==> src/rtl/alt_vipitc130_common_trigger_sync_multi.sv <==
// Multi-channel receive-side trigger synchroniser: per-channel CDC chain, event
// detect, saturating pending counters and handshake or self-paced pulse delivery.
module alt_vipitc130_common_trigger_sync_multi #(
  parameter int NUM_CHANNELS = 4,
  parameter int SYNC_STAGES  = 2,
  parameter int COUNT_WIDTH  = 4,
  parameter int INPUT_MODE   = 0,
  parameter int PULSE_MODE   = 0
) (
  input  logic                                clock,
  input  logic                                rst_n,
  input  logic [NUM_CHANNELS-1:0]             trigger_in,
  input  logic [NUM_CHANNELS-1:0]             trigger_ack,
  input  logic                                overflow_clear,
  output logic [NUM_CHANNELS-1:0]             trigger_out,
  output logic [NUM_CHANNELS*COUNT_WIDTH-1:0] pending_count,
  output logic [NUM_CHANNELS-1:0]             overflow,
  output logic                                armed
);

  localparam int WARM_W = $clog2(SYNC_STAGES + 1);
  localparam logic [WARM_W-1:0] WARM_LAST = WARM_W'(SYNC_STAGES);
  localparam logic [COUNT_WIDTH-1:0] COUNT_MAX = '1;

  typedef enum logic {ST_WARM_UP, ST_ARMED} warm_state_t;

  warm_state_t state, state_next;
  logic [WARM_W-1:0] warm_cnt, warm_cnt_next;

  logic [NUM_CHANNELS-1:0] sync_stage [SYNC_STAGES];
  logic [NUM_CHANNELS-1:0] sync_q;
  logic [NUM_CHANNELS-1:0] sync_d;
  logic [NUM_CHANNELS-1:0] raw_event;
  logic [NUM_CHANNELS-1:0] armed_event;

  always_ff @(posedge clock or negedge rst_n) begin
    if (!rst_n) begin
      for (int s = 0; s < SYNC_STAGES; s++) sync_stage[s] <= '0;
      sync_d <= '0;
    end else begin
      sync_stage[0] <= trigger_in;
      for (int s = 1; s < SYNC_STAGES; s++) sync_stage[s] <= sync_stage[s-1];
      sync_d <= sync_q;
    end
  end

  assign sync_q    = sync_stage[SYNC_STAGES-1];
  assign raw_event = (INPUT_MODE == 0) ? (sync_q ^ sync_d) : (sync_q & ~sync_d);

  // Events are dropped until the chain has flushed the pre-reset input level.
  assign armed_event = raw_event & {NUM_CHANNELS{armed}};

  always_ff @(posedge clock or negedge rst_n) begin
    if (!rst_n) begin
      state    <= ST_WARM_UP;
      warm_cnt <= '0;
    end else begin
      state    <= state_next;
      warm_cnt <= warm_cnt_next;
    end
  end

  always_comb begin
    state_next    = state;
    warm_cnt_next = warm_cnt;
    if (state == ST_WARM_UP) begin
      if (warm_cnt == WARM_LAST) state_next = ST_ARMED;
      else warm_cnt_next = warm_cnt + 1'b1;
    end
  end

  assign armed = (state == ST_ARMED);

  for (genvar c = 0; c < NUM_CHANNELS; c++) begin : g_chan
    logic [COUNT_WIDTH-1:0] pending;
    logic pulse_q;
    logic ov_q;
    logic has_pending;
    logic consume;
    logic saturate;

    assign has_pending = (pending != '0);
    // Pulse mode paces itself: a consume only happens from a low output cycle.
    assign consume  = (PULSE_MODE != 0) ? (has_pending & ~pulse_q)
                                        : (has_pending & trigger_ack[c]);
    assign saturate = armed_event[c] & ~consume & (pending == COUNT_MAX);

    always_ff @(posedge clock or negedge rst_n) begin
      if (!rst_n) begin
        pending <= '0;
        pulse_q <= 1'b0;
        ov_q    <= 1'b0;
      end else begin
        if (armed_event[c] && !consume && !saturate) pending <= pending + 1'b1;
        else if (!armed_event[c] && consume) pending <= pending - 1'b1;
        pulse_q <= (PULSE_MODE != 0) & consume;
        if (saturate) ov_q <= 1'b1;
        else if (overflow_clear) ov_q <= 1'b0;
      end
    end

    assign trigger_out[c] = (PULSE_MODE != 0) ? pulse_q : has_pending;
    assign overflow[c]    = ov_q;
    assign pending_count[c*COUNT_WIDTH +: COUNT_WIDTH] = pending;
  end

endmodule

==> config.mk <==
export PLATFORM = sky130hd
export DESIGN_NAME = alt_vipitc130_common_trigger_sync_multi
export DESIGN_NICKNAME = d
export VERILOG_FILES = /design/src/rtl/alt_vipitc130_common_trigger_sync_multi.sv
export SDC_FILE = /design/constraint.sdc
export NUM_CORES = 1
export LEC_CHECK = 0
export BUFFER_PORTS_ARGS = -buffer_cell sky130_fd_sc_hd__buf_2
export CORE_MARGIN = 1
export CORE_UTILIZATION = 54
export DETAILED_ROUTE_END_ITERATION = 10
export PLACE_DENSITY_LB_ADDON = 0.12
export SLEW_MARGIN = 20
export SYNTH_ARGS = -nofsm -noshare
export SYNTH_HDL_FRONTEND = slang
export SYNTH_SLANG_ARGS = --single-unit
==> constraint.sdc <==
create_clock -name clock -period 3.15 [get_ports clock]
set_input_delay 0.1575 -clock clock [delete_from_list [all_inputs] [get_ports clock]]
set_output_delay 0.1575 -clock clock [all_outputs]
set_load 0.02 [all_outputs]
# After elaboration in Yosys (flattened, before gate mapping)
# Cells that the tools add are included.
[word_totals]
out_inout_bits = 25
romBits = 0
inputBits = 11
ramBits = 0
latch_bits = 0
mem_count = 0
register_bits = 35
[classes]
shifts = 0
eq_ne = 5
mul = 0
div_mod_pow = 0
addsub = 9
magnitude_cmp = 0
mux = 15
n_bitwise = 20
reduce_logical = 37
[ops]
columns = ["operator", "n"]
rows = [
  ["4-bit 2-to-1 mux", 8],
  ["4-bit by 1-bit adder with 4-bit output, second input constant", 4],
  ["4-bit == test, second input constant", 4],
  ["2-bit nonzero test", 8],
  ["4-bit nonzero test", 4],
  ["4-bit by 1-bit subtractor with 4-bit output, second input constant", 4],
  ["1-bit AND", 12],
  ["1-bit logical AND", 12],
  ["1-bit zero test", 12],
  ["1-bit 2-to-1 mux", 7],
  ["1-bit inverter", 6],
  ["4-bit AND", 1],
  ["4-bit bitwise XOR", 1],
  ["2-bit by 1-bit adder with 2-bit output, second input constant", 1],
  ["2-bit == test, second input constant", 1],
  ["2-bit AND reduction", 1],
]

# Longest topological paths before layout
[logic_depth]
word_depth = 8
ltp_mapped = 7
mapped_depth_nobuf = 7

# Worst setup path after synthesis
# Ideal clock, no wire load.
[synth_timing]
kind = "reg2reg"
start = "register g_chan[1].pending[0]"
end = "register g_chan[1].pending[3]"
n_path_buf = 0
setup_ns = 0.080
synth_period_minus_slack_ns = 2.303
stages_incl_launch_ff = 8
t_required_ns = 3.070
slack_ns = 0.847
arrival_time_ns = 2.223
path_cell_list = "dfrtp_1 > o41ai_2 > nand4_2 > ha_1 > a21o_2 > a21oi_1 > mux2i_1 > xor2_1"
[synth_between]
elab_chain_cells = 8
elab_cells_between_ends = 16
[synth_lines]
columns = ["item", "line_no", "text"]
rows = [
  ["from (decl)", "75", "logic [COUNT_WIDTH-1:0] pending;"],
  ["from (signal assigned)", "94", "if (armed_event[c] && !consume && !saturate) pending <= pending + 1'b1;"],
  ["from (signal assigned)", "95", "else if (!armed_event[c] && consume) pending <= pending - 1'b1;"],
  ["4-bit nonzero test", "82", "assign has_pending = (pending != '0);"],
  ["1-bit AND", "85", ": (has_pending & trigger_ack[c]);"],
  ["1-bit inverter", "86", "assign saturate = armed_event[c] & ~consume & (pending == COUNT_MAX);"],
  ["1-bit AND (2 in a row)", "86", ""],
  ["1-bit zero test", "94", ""],
  ["1-bit logical AND", "94", ""],
  ["4-bit 2-to-1 mux or 2-bit nonzero test (tied branches)", "n/a", ""],
]
# Parallel ways exist; a longest one is shown, timed or not. The select of a mux whose other input is x is not followed.
# A chain may end at the register's enable or synchronous reset.

# Final worst setup path
[layout_timing]
start = "register g_chan[2].pending[1]"
end = "register g_chan[2].pending[3]"
[layout_between]
elab_chain_cells = 8
elab_cells_between_ends = 16
[layout_lines]
columns = ["item", "line_no"]
rows = [
  ["from (decl)", "75"],
  ["from (signal assigned)", "94"],
  ["from (signal assigned)", "95"],
  ["4-bit nonzero test", "82"],
  ["1-bit AND", "85"],
  ["1-bit inverter", "86"],
  ["1-bit AND (2 in a row)", "86"],
  ["1-bit zero test", "94"],
  ["1-bit logical AND", "94"],
  ["4-bit 2-to-1 mux or 2-bit nonzero test (tied branches)", "n/a"],
]
# Parallel ways exist; a longest one is shown, timed or not. The select of a mux whose other input is x is not followed.

==> reports/results.txt <==
outcome = finished clean
TritonCTS clock tree = built
RSZ-0062 raised after global routing = false
Vias = 1215
sequential area share after synthesis = 49.6%
Worst Setup End Kind = flip-flop
Core Area = 0.00308 mm2
gpl congestion = 0.793
Post-Syn Area = 0.00177 mm2
post-synth top area cell = dfrtp_1
vias in the first global route = 1206
actual slew at the worst max-slew pin = 0.739 ns
final setup vio count = 0
clk buf depth = 2
Slowest cell on crit path = dfrtp_1
ANT nets after route = 0
RR Endpoint = g_chan[2].pending[3]$_DFFE_PN0P_
Most used DFF post-synth = dfrtp_1
EDFF count, synth = 0
worst-case reg-to-reg path depth = 7
worst-path cell chain = o41ai_2, nand4_1, ha_1, a21o_1, a21oi_1, mux2i_1, xor2_1
global routing usage on met2 = 35.0%
initial antenna violation count = 0
Placed Area = 0.00193 mm2
Pleak = 0.966 nW
Critical R2R Launch = g_chan[2].pending[1]$_DFFE_PN0P_
startpoint types = flip-flop
placed insts = 212
PortBufs = 35
overall routing resource usage = 20.4%
cell area after layout = 0.00205 mm2
grt met3 use = 7.21%
Die Y = 59.2 um
CTS H-tree lvls = 2
Cells after Synth = 143
die area = 0.00350 mm2
CP Max Fanout = 7
WHS Endpoint = g_chan[3].ov_q$_DFFE_PN0P_
Synth Warn # = 0
global-route wire length before repair = 5150 um
CP bufs+invs = 0
CTS Buf Count = 5
Final min period = 2.54 ns
Crit Path Class = reg -> reg
Worst Clk Skew = 0.00871 ns
post-synthesis async set-or-reset flop share = 100%
cell family with the largest share of critical-path delay = compound AO/OA/AOI/OAI gates
via density per instance = 5.40
Iteration-0 DRC Markers = 41
clock root cell = clkbuf_4
wirelength, routed = 3070 um
Max-cap violations = 0
fraction of layout cells with a size suffix above 1 = 30.4%
hold path depth = 2
endpoints failing hold = 0
flop2flop setup slack = 0.61 ns
synth unique cells = 24
worst hold path type = in -> reg
Post-layout nets = 204
Tot Pwr = 1.92 mW
GR Overflow Total = 0
setup TNS = 0 ns
fill cell count = 251
gr busiest metal = met2
Peak VDD IR = 0.483 mV
clock tree sinks = 35
antenna cell count = 0
CTS clk-pin slew, worst paths = 0.10 ns
most frequent cells in the layout = dfrtp_1, buf_2, xor2_1
Cell Rows = 20
Chip Width = 59.2 um
Critical Path RT = 3.42 ns
drt wl/cell = 13.6 um
largest net degree at the start of global routing = 36
IO Count = 36
Area growth syn-to-layout = 15.9%
Yosys reg bits = 35
DR DRC count = 0
post-DP HPWL = 2240 um
Initial Utilization = 57.4%
fin cells = 225
Synthesized Nets = 167
Synth top area share = 49.6%
worst hold slack = 0.0790 ns
Mean Syn Cell Area = 12.3 um2
top cells by area, synth = dfrtp_1, ha_1, xor2_1, fa_1, a2bb2oi_1
Fmax achieved = 0.394 GHz
CP peak stage delay = 0.49 ns
Final Max Slew Viols = 0
Tcrit/Tclk final = 80.6%
DRT Pass-1 Iters = 4
met1 Resource Use GR = 23.2%
WP data arrival = 2.81 ns
hold path startpoint = overflow_clear
Skew-Pair Late Insertion Delay = 0.33 ns
relative slew slack = 50.8%
cell area power density = 938 mW/mm2
per-stage QoR:
step | setup slack, ns | utilization (%)
2_1_floorplan | 0.847 | -
3_3_place_gp | 0.757 | 62.6
3_5_place_dp | 0.677 | 62.6
4_1_cts | 0.654 | 66.5
5_1_grt | 0.434 | 66.5
6_report | 0.610 | 66.5
final cells by class:
type                    count  area, um2  share of cell area [%]
clock buffers               8       68.8                    3.36
inverters                   9       33.8                    1.65
multi-input cells          89        787                    38.5
flip-flops and latches     35        876                    42.8
well taps                  44       55.1                    2.69
repair buffers             40        225                    11.0
kinds of logic after synthesis:
| family | count (synthesis) | synth area share (%) |
|---|---|---|
| AND/OR/NAND/NOR | 26 | 8.79 |
| buffers and inverters | 19 | 5.81 |
| XOR/XNOR | 17 | 8.43 |
| adder cells (fa/ha/maj) | 13 | 10.9 |
| flip-flops | 35 | 49.6 |
| AO/OA/AOI/OAI | 29 | 14.2 |
| multiplexers | 4 | 2.27 |
cells in the mapped netlist (all sizes together), types with 4 or more instances:
cell and n:
o41ai 4, or4 4, xor2 12, a2bb2oi 8
ha 9, nand4 8, mux2i 4, dfrtp 35
nand3 4, nand2 9, fa 4, inv 9
xnor2 5, buf 9, o22ai 4, a21oi 4
a21o 8
flip-flops by register name, indices dropped and copies added (netlist names):
signal          flops
g_chan.ov_q         4
g_chan.pending     16
sync_q              4
sync_stage          4
sync_d              4
warm_cnt            2
armed               1
power breakdown:
group	internal, mW	switching, mW
combinational	0.390	0.464
sequential	0.575	0.218
clock	0.131	0.141
layer usage:
metal  vias up  routed length, um  part of all wire (%)
met5         -                  0                     0
li1        587                  -                     -
met3         6                122                   4.0
met1       589               1350                    44
met4         0                 58                   1.9
met2        33               1540                    50
what timing repair did:
| item | CTS | global route |
|---|---|---|
| hold buffers | 5 | 0 |
| setup endpoints to repair | 0 | 0 |
| resized for setup | 0 | 0 |
| buffers inserted | 0 | 0 |
| hold endpoints to repair | 39 | 0 |
how the worst max path moves through the flow:
stage               cells after the start                          endpoint  slack, ns                             start
finish                                  7  g_chan[2].pending[3]$_DFFE_PN0P_       0.61  g_chan[2].pending[1]$_DFFE_PN0P_
global route                            7  g_chan[0].pending[3]$_DFFE_PN0P_       0.43  g_chan[0].pending[0]$_DFFE_PN0P_
CTS                                     7  g_chan[2].pending[3]$_DFFE_PN0P_       0.65  g_chan[2].pending[0]$_DFFE_PN0P_
detailed placement                      7  g_chan[0].pending[3]$_DFFE_PN0P_       0.68  g_chan[0].pending[1]$_DFFE_PN0P_
global placement                        7  g_chan[1].pending[3]$_DFFE_PN0P_       0.76  g_chan[1].pending[0]$_DFFE_PN0P_
floorplan                               7  g_chan[1].pending[3]$_DFFE_PN0P_       0.85  g_chan[1].pending[0]$_DFFE_PN0P_
No activity file was read; power rests on OpenSTA's default activity.
